File: src/rtl/act_share_arb.sv
// Round-robin arbiter sharing one activation unit among NREQ requesters; one job in flight.
// Accept -> act_start next cycle, act_valid -> rsp pulse next cycle; req_ready only while IDLE.
module act_share_arb #(
  parameter int DWIDTH  = 32,
  parameter int NREQ    = 4,
  parameter int TIMEOUT = 64,
  localparam int IDW    = (NREQ > 1) ? $clog2(NREQ) : 1
) (
  input  logic                     clk,
  input  logic                     rst,
  input  logic [NREQ-1:0]          req_valid,
  input  logic [NREQ*DWIDTH-1:0]   req_x,
  output logic [NREQ-1:0]          req_ready,
  output logic [NREQ-1:0]          rsp_valid,
  output logic [DWIDTH-1:0]        rsp_y,
  output logic                     rsp_err,
  output logic                     busy,
  output logic [IDW-1:0]           grant_id,
  output logic                     act_start,
  output logic [DWIDTH-1:0]        act_x,
  input  logic [DWIDTH-1:0]        act_y,
  input  logic                     act_valid
);

  localparam int CW = $clog2(TIMEOUT) + 1;

  typedef enum logic [1:0] {IDLE, ISSUE, DRAIN} state_e;

  state_e              state_q, state_d;
  logic [IDW-1:0]      ptr_q;
  logic [IDW-1:0]      grant_q;
  logic [CW-1:0]       cnt_q;
  logic [DWIDTH-1:0]   act_x_q;
  logic [DWIDTH-1:0]   rsp_y_q;
  logic [NREQ-1:0]     rsp_valid_q;
  logic                rsp_err_q;

  logic [IDW-1:0]      pick_idx;
  logic [IDW-1:0]      scan_idx;
  logic                pick_vld;
  logic                accept;
  logic                timeout_hit;

  // Scan from farthest to nearest so the requester right after ptr_q wins.
  always_comb begin
    pick_vld = 1'b0;
    pick_idx = '0;
    scan_idx = '0;
    for (int k = NREQ; k >= 1; k--) begin
      scan_idx = IDW'((int'(ptr_q) + k) % NREQ);
      if (req_valid[scan_idx]) begin
        pick_vld = 1'b1;
        pick_idx = scan_idx;
      end
    end
  end

  assign accept      = |(req_valid & req_ready);
  assign timeout_hit = (cnt_q == CW'(TIMEOUT - 1));

  always_ff @(posedge clk or negedge rst) begin
    if (!rst) state_q <= IDLE;
    else      state_q <= state_d;
  end

  always_comb begin
    state_d = state_q;
    case (state_q)
      IDLE:    if (accept) state_d = ISSUE;
      ISSUE:   if (act_valid || timeout_hit) state_d = DRAIN;
      DRAIN:   if (!act_valid) state_d = IDLE;
      default: state_d = IDLE;
    endcase
  end

  always_comb begin
    act_start = (state_q == ISSUE);
    busy      = (state_q != IDLE);
    req_ready = '0;
    if (state_q == IDLE && pick_vld && rst) req_ready = NREQ'(1) << pick_idx;
  end

  // A normal result on the final ISSUE edge wins over the timeout.
  always_ff @(posedge clk or negedge rst) begin
    if (!rst) begin
      ptr_q       <= IDW'(NREQ - 1);
      grant_q     <= '0;
      cnt_q       <= '0;
      act_x_q     <= '0;
      rsp_y_q     <= '0;
      rsp_valid_q <= '0;
      rsp_err_q   <= 1'b0;
    end else begin
      rsp_valid_q <= '0;
      rsp_err_q   <= 1'b0;
      if (accept) begin
        act_x_q <= req_x[pick_idx*DWIDTH +: DWIDTH];
        grant_q <= pick_idx;
        ptr_q   <= pick_idx;
        cnt_q   <= '0;
      end
      if (state_q == ISSUE) begin
        if (act_valid) begin
          rsp_y_q     <= act_y;
          rsp_valid_q <= NREQ'(1) << grant_q;
        end else if (timeout_hit) begin
          rsp_y_q     <= '0;
          rsp_err_q   <= 1'b1;
          rsp_valid_q <= NREQ'(1) << grant_q;
        end
        if (cnt_q != {CW{1'b1}}) cnt_q <= cnt_q + 1'b1;
      end
    end
  end

  assign act_x     = act_x_q;
  assign grant_id  = grant_q;
  assign rsp_valid = rsp_valid_q;
  assign rsp_y     = rsp_y_q;
  assign rsp_err   = rsp_err_q;

endmodule

File: config.mk
export PLATFORM = sky130hd
export DESIGN_NAME = act_share_arb
export DESIGN_NICKNAME = d
export VERILOG_FILES = /design/src/rtl/act_share_arb.sv
export SDC_FILE = /design/constraint.sdc
export NUM_CORES = 1
export LEC_CHECK = 0
export ABC_AREA = 1
export CORE_MARGIN = 2
export CORE_UTILIZATION = 40
export DETAILED_ROUTE_END_ITERATION = 7
export PLACE_DENSITY = 0.8
export SLEW_MARGIN = 20
export SYNTH_ARGS = -nofsm -noshare
export SYNTH_HDL_FRONTEND = slang
export SYNTH_SLANG_ARGS = --single-unit
File: constraint.sdc
create_clock -name clk -period 2.55 [get_ports clk]
set_clock_uncertainty 0.1 [all_clocks]
set_input_delay 0.51 -clock clk [delete_from_list [all_inputs] [get_ports clk]]
set_output_delay 0.51 -clock clk [all_outputs]
set_load 0.1 [all_outputs]
== After elaboration in Yosys (flattened, before gate mapping) ==
Index checks and enable logic that the tools add are counted.
W data, S select, Z words.
Word-level totals
  logic and storage cells: 69
  input bits: 167
  register bits: 82
  output and inout bits: 77
Cells by class
  equality and inequality tests: 7
  reductions and logical operators: 9
  muxes and demuxes: 32
  shift operators: 3
  add/sub/neg operators: 5
  bitwise logic cells: 1
  order comparisons: 4
Operators with widths (number)
  $shiftx A128 B8 Y32: 1
  $mux W32: 2
  $mux W7: 3
  $mux W4: 4
  $mux W2: 7
  $lt A2 B3 Y1 const B: 4
  $mux W1: 11
  $bmux W1 S2: 4
  $shl A1 B2 Y4 const A: 2
  $add A7 B1 Y7 const B: 1
  $eq A7 B6 Y1 const B: 1
  $ne A7 B7 Y1 const B: 1
  $pmux W2 S3: 1
  $add A2 B1 Y2 const B: 2
  $add A2 B2 Y2 const B: 2
  $and A4 B4 Y4: 1
  $ne A2 B2 Y1 const B: 2
  $reduce_bool A2 Y1: 2
  $reduce_or A4 Y1: 1
  $reduce_and A3 Y1: 1
  $eq A2 B1 Y1 const B: 1
  $eq A2 B2 Y1 const B: 1
  $logic_and A1 B1 Y1: 2
  $logic_not A2 Y1: 1
  3 further kinds: 3

== Longest topological paths before layout ==
  depth after elaboration: 15
  mapped depth: 17
  gate-level depth less buffers: 15

== Worst setup path before layout ==
No wires, ideal clock.
  kind: flip-flop to output port
  start point: register ptr_q[0]
  end point: output port req_ready[0]
  arrival: 3507 ps
  stages on the path, launching flop included: 14
  slack: -1567 ps
  required time: 1940 ps
  path buffers: 3
  path through: dfstp_2 buf_6 inv_4 nand2_1 nand2_1 nand2_1 nand2_1 nand2_1 nand2_1 nand2_2 nand2_2 buf_6 buf_6 nor3_1
On the way
  longest elaborated chain between the ends: 10
  elaborated cells between the ends (all ways): 24
  classes of those cells: add/sub: 4; shift: 1; mux: 17; reduce/logical: 2
Ends and longest elaborated chain
  start, declared: RTL line 30  | logic [IDW-1:0] ptr_q;
  start signal, assigned: RTL line 86  | ptr_q <= IDW'(NREQ - 1);
  start signal, assigned: RTL line 99  | ptr_q <= pick_idx;
  $add A2 B1 Y2: RTL line 50  | scan_idx = IDW'((int'(ptr_q) + k) % NREQ);
  $bmux W1 S2: RTL line 51  | if (req_valid[scan_idx]) begin
  $mux W1 (not written as such): RTL line 51
  $mux W1 (4 in series): RTL line 51
  $logic_and A1 B1 Y1 (2 in series): RTL line 80  | if (state_q == IDLE && pick_vld && rst) req_ready = NREQ'(1) << pick_idx;
  $mux W4 *: RTL line 80
  end, declared: RTL line 13  | output logic [NREQ-1:0] req_ready,
Mark *: on every way between the ends. The rest lies on a longest branch, timed or not. The select of a mux whose other input is x is not followed.

== Worst setup path after layout ==
  start point: input port req_valid[2]
  end point: output port req_ready[0]
On the way
  longest elaborated chain between the ends: 9
  elaborated cells between the ends (all ways): 20
  classes of those cells: shift: 1; mux: 17; reduce/logical: 2
Ends and longest elaborated chain
  start, declared: RTL line 11  | input logic [NREQ-1:0] req_valid,
  $bmux W1 S2: RTL line 51
  $mux W1 (not written as such): RTL line 51
  $mux W1 (4 in series): RTL line 51
  $logic_and A1 B1 Y1 (2 in series): RTL line 80
  $mux W4 *: RTL line 80
Marks and branches as above.

==> insert_results.sql <==
INSERT INTO impl_metrics (metric_group, metric, value, unit) VALUES
('outcome', 'status', 'complete, but fails checks', ''),
('outcome', 'failed_checks', 'negative setup slack', ''),
('setup_path', 'worst_setup_path_start_kind', 'input port', ''),
('route', 'detail_route.vias_per_cell', '4.95', ''),
('global_route', 'globalRouteMet1Util', '33.4', '%'),
('logic_synthesis', 'synth_cell_type_count', '26', ''),
('floorplanning', 'fp.dieW', '115', 'um'),
('global_route', 'wire_length_of_the_first_global_routing_pass', '27100', 'um'),
('min_path', 'worst_hold_path_type', 'in -> async', ''),
('route', 'postRouteAntennaNets', '0', ''),
('clock_tree', 'worstSkewPairLatency', '330', 'ps'),
('layout', 'postLayoutCoreUtil', '66.5', '%'),
('sta', 'minimum_clock_period', '2810', 'ps'),
('placement', 'dp_worst_setup_slack', '-245', 'ps'),
('setup_path', 'worst-setup-path-type', 'in -> out', ''),
('global_route', 'first_global_vias', '5290', ''),
('global_route', 'grt_util_met2', '44.2', '%'),
('floorplanning', 'die_y', '115', 'um'),
('sta', 'final.setup.worst_slack', '-263', 'ps'),
('logic_synthesis', 'synth_seq_cells', '82', ''),
('logic_synthesis', 'synth-seq-area-share', '42.1', '%'),
('placement', 'routabilityCongestion', '0.901', ''),
('floorplanning', 'placeableCoreArea', '12000', 'sq um'),
('placement', 'dp.final_hpwl', '12100', 'um'),
('placement', 'placedCellCount', '1090', ''),
('route', 'detailed_route_wire_length_per_cell', '15.3', 'um'),
('clock_tree', 'tritoncts_sinks', '82', ''),
('route', 'detailedRoute.firstPassIterationCount', '5', ''),
('route', 'detail_route.drc_violations', '0', ''),
('layout', 'finish.net_count', '1138', ''),
('layout', 'area.growth.synth_to_final', '62.8', '%'),
('floorplanning', 'placementRows', '40', ''),
('sta', 'setup_viol', '14', ''),
('clock_tree', 'clockBufferDepth', '2', ''),
('sta', 'crit_share_post_route', '110', '%'),
('global_route', 'grt.overflow.total', '0', ''),
('clock_tree', 'cts.htree.levels', '3', ''),
('clock_tree', 'tritoncts', 'yes', ''),
('global_route', 'grt_busiest_layer', 'met2', ''),
('global_route', 'gr-usage-met3', '6.03', '%'),
('sta', 'maxClockFrequency', '356', 'MHz'),
('job', 'timing.max_cap.violations', '0', ''),
('clock_tree', 'ctsRootBufferMaster', 'sky130_fd_sc_hd__clkbuf_16', ''),
('logic_synthesis', 'postSynthNetCount', '887', ''),
('setup_path', 'cp_data_arrival_time', '2200', 'ps'),
('setup_path', 'critical_path_required', '1940', 'ps'),
('sta', 'max-slew-margin-rel', '59.4', '%'),
('sta', 'rsz0062_at_grt', 'yes', ''),
('clock_tree', 'number_of_buffers_added_by_the_clock_tree_synthesis_step', '9', ''),
('placement', 'place.port_buffers', '243', ''),
('floorplanning', 'floorplan.initialDensity', '40.8', '%'),
('route', 'route.vias.total', '5559', ''),
('layout', 'fill_cell_instance_count_of_the_final_layout', '1051', ''),
('sta', 'worst_pin_slew', '609', 'ps'),
('floorplanning', 'io_pins', '244', ''),
('global_route', 'maximum_number_of_pins_on_one_net_before_global_route_repair', '57', ''),
('setup_path', 'crit_fanout', '3', ''),
('floorplanning', 'die_area', '13100', 'sq um'),
('layout', 'layout_cell_share_with_drive_strength_beyond_1', '17.8', '%'),
('layout', 'layoutNonFillerInstCount', '1122', ''),
('logic_synthesis', 'post_synth_instance_area', '4880', 'sq um'),
('sta', 'final-max-slew-violation-count', '0', ''),
('setup_path', 'timing.critical_path.to_type', 'output port', ''),
('clock_tree', 'clkTransAtPathRegs', '60', 'ps'),
('logic_synthesis', 'synthCells', '719', ''),
('global_route', 'grt_util_all_layers', '26.2', '%'),
('layout', 'num_antenna_cells', '0', ''),
('sta', 'final-hold-violation-count', '0', ''),
('logic_synthesis', 'yosysWarningCount', '0', ''),
('route', 'initialDrtViolationCount', '458', ''),
('global_route', 'grt_antenna_before_repair', '0', ''),
('logic_synthesis', 'syn_avg_cell_area', '6.79', 'sq um'),
('route', 'wl', '17200', 'um');
[flip-flops by register name, summed over array words and instances (netlist names)]
signal	cells
rsp_y	32
act_x	32
cnt_q	7
rsp_err	1
state_q	2
grant_id	2
ptr_q	2
rsp_valid	4
[final timing paths]
check | start | end | cells after the start | slack, ps
setup / recovery | req_valid[2] | req_ready[0] | 10 | -260
hold / removal | rst | act_x[0] | 2 | 170
setup reg to reg | ptr_q[0] | act_x[7] | 17 | -150
hold reg to reg | rsp_y[19] | rsp_y[19] | 2 | 380
max in group asynchronous | rst | rsp_err | 3 | 1190
min in group clk | rsp_y[19] | rsp_y[19] | 2 | 380
[layout make-up]
class	instances	area, sq um	share of cell area (%)
clock buffers	9	225	2.83
inverters	54	210	2.64
flip-flops and latches	82	2050	25.8
well taps	147	184	2.31
multi-input cells	537	2460	30.9
repair buffers	286	2720	34.1
clock inverters	7	108	1.35
[placed cells by master (no fill, tap or decap), drive strengths merged]
master         synthesis  layout
ha                     1       1
dlymetal6s2s           0       1
buf                   34     120
dfstp                  2       2
nor3                   7       7
nand3                104     104
nor2                  13      13
o22ai                  3       3
dfrtp                 80      80
a21oi                  3       3
a32o                   1       1
clkdlybuf4s50          0     164
nand4                  1       1
xor2                   3       3
o21ai                  5       5
clkinv                 0       1
and2                   1       1
clkinvlp               0       1
clkbuf                12      10
nand2                363     363
nand3b                32      32
bufinv                 0       2
inv                   54      57
[timing repair]
action / CTS / global route
buffers inserted: 12 / 3
setup endpoints to repair: 4 / 37
cloned: 0 / 1
resized for setup: 15 / 17
hold buffers: 0 / 0
hold endpoints to repair: 0 / 0
pin swaps: 6 / 4
[Yosys cell counts]
cell type	n	area (sq um)
sky130_fd_sc_hd__dfstp_2	2	52.6
sky130_fd_sc_hd__a21oi_1	3	15.0
sky130_fd_sc_hd__a32o_1	1	10.0
sky130_fd_sc_hd__and2_4	1	8.76
sky130_fd_sc_hd__buf_4	11	82.6
sky130_fd_sc_hd__inv_4	1	6.26
sky130_fd_sc_hd__ha_1	1	12.5
sky130_fd_sc_hd__nand2_2	3	18.8
sky130_fd_sc_hd__nor3_1	7	35.0
sky130_fd_sc_hd__nand3_1	103	515
sky130_fd_sc_hd__clkbuf_1	12	45.0
sky130_fd_sc_hd__buf_6	6	67.6
sky130_fd_sc_hd__inv_1	50	188
sky130_fd_sc_hd__o21ai_0	4	20.0
sky130_fd_sc_hd__nand2_1	360	1350
sky130_fd_sc_hd__xor2_1	3	26.3
sky130_fd_sc_hd__nor2_2	1	6.26
sky130_fd_sc_hd__inv_2	3	11.3
sky130_fd_sc_hd__nand4_1	1	6.26
sky130_fd_sc_hd__nand3b_1	32	240
sky130_fd_sc_hd__buf_2	17	85.1
sky130_fd_sc_hd__nor2_1	12	45.0
sky130_fd_sc_hd__o22ai_1	3	18.8
sky130_fd_sc_hd__o21ai_1	1	5.00
sky130_fd_sc_hd__nand3_2	1	10.0
sky130_fd_sc_hd__dfrtp_1	80	2000
[stage by stage]
step / instance area [sq um] / hold WS (ps) / setup TNS, ps
2_1_floorplan: 4920 / 114 / -826
3_3_place_gp: 7380 / 355 / -2920
3_5_place_dp: 7380 / 359 / -4240
4_1_cts: 7850 / 190 / -1430
5_1_grt: 7950 / 215 / -4150
6_report: 7950 / 173 / -2300
[kinds of logic after synthesis]
| family | share of synthesized area (%) |
|---|---|
| compound gates | 1.41 |
| fa+ha+maj | 0.256 |
| flops | 42.1 |
| simple gates | 45.8 |
| buf+inv | 9.94 |
| xor+xnor | 0.538 |
[layer usage]
layer,up-vias,wire length (um)
met4,0,438
met2,226,8350
met5,-,0
li1,2742,-
met3,32,1350
met1,2559,7060
[worst max-delay path: stages]
cell                              delay, ps
sky130_fd_sc_hd__clkdlybuf4s50_1        480
sky130_fd_sc_hd__inv_1                   70
sky130_fd_sc_hd__nand2_4                 70
sky130_fd_sc_hd__nand2_2                 50
sky130_fd_sc_hd__and2_4                 140
sky130_fd_sc_hd__nand2_2                 60
sky130_fd_sc_hd__nand4_1                160
sky130_fd_sc_hd__buf_6                  190
sky130_fd_sc_hd__nor3_4                 250
sky130_fd_sc_hd__buf_12                 210
Power is left out: the tool's default activity adds up to more than one toggle a clock period on the data nets, which glitch-free logic cannot reach.
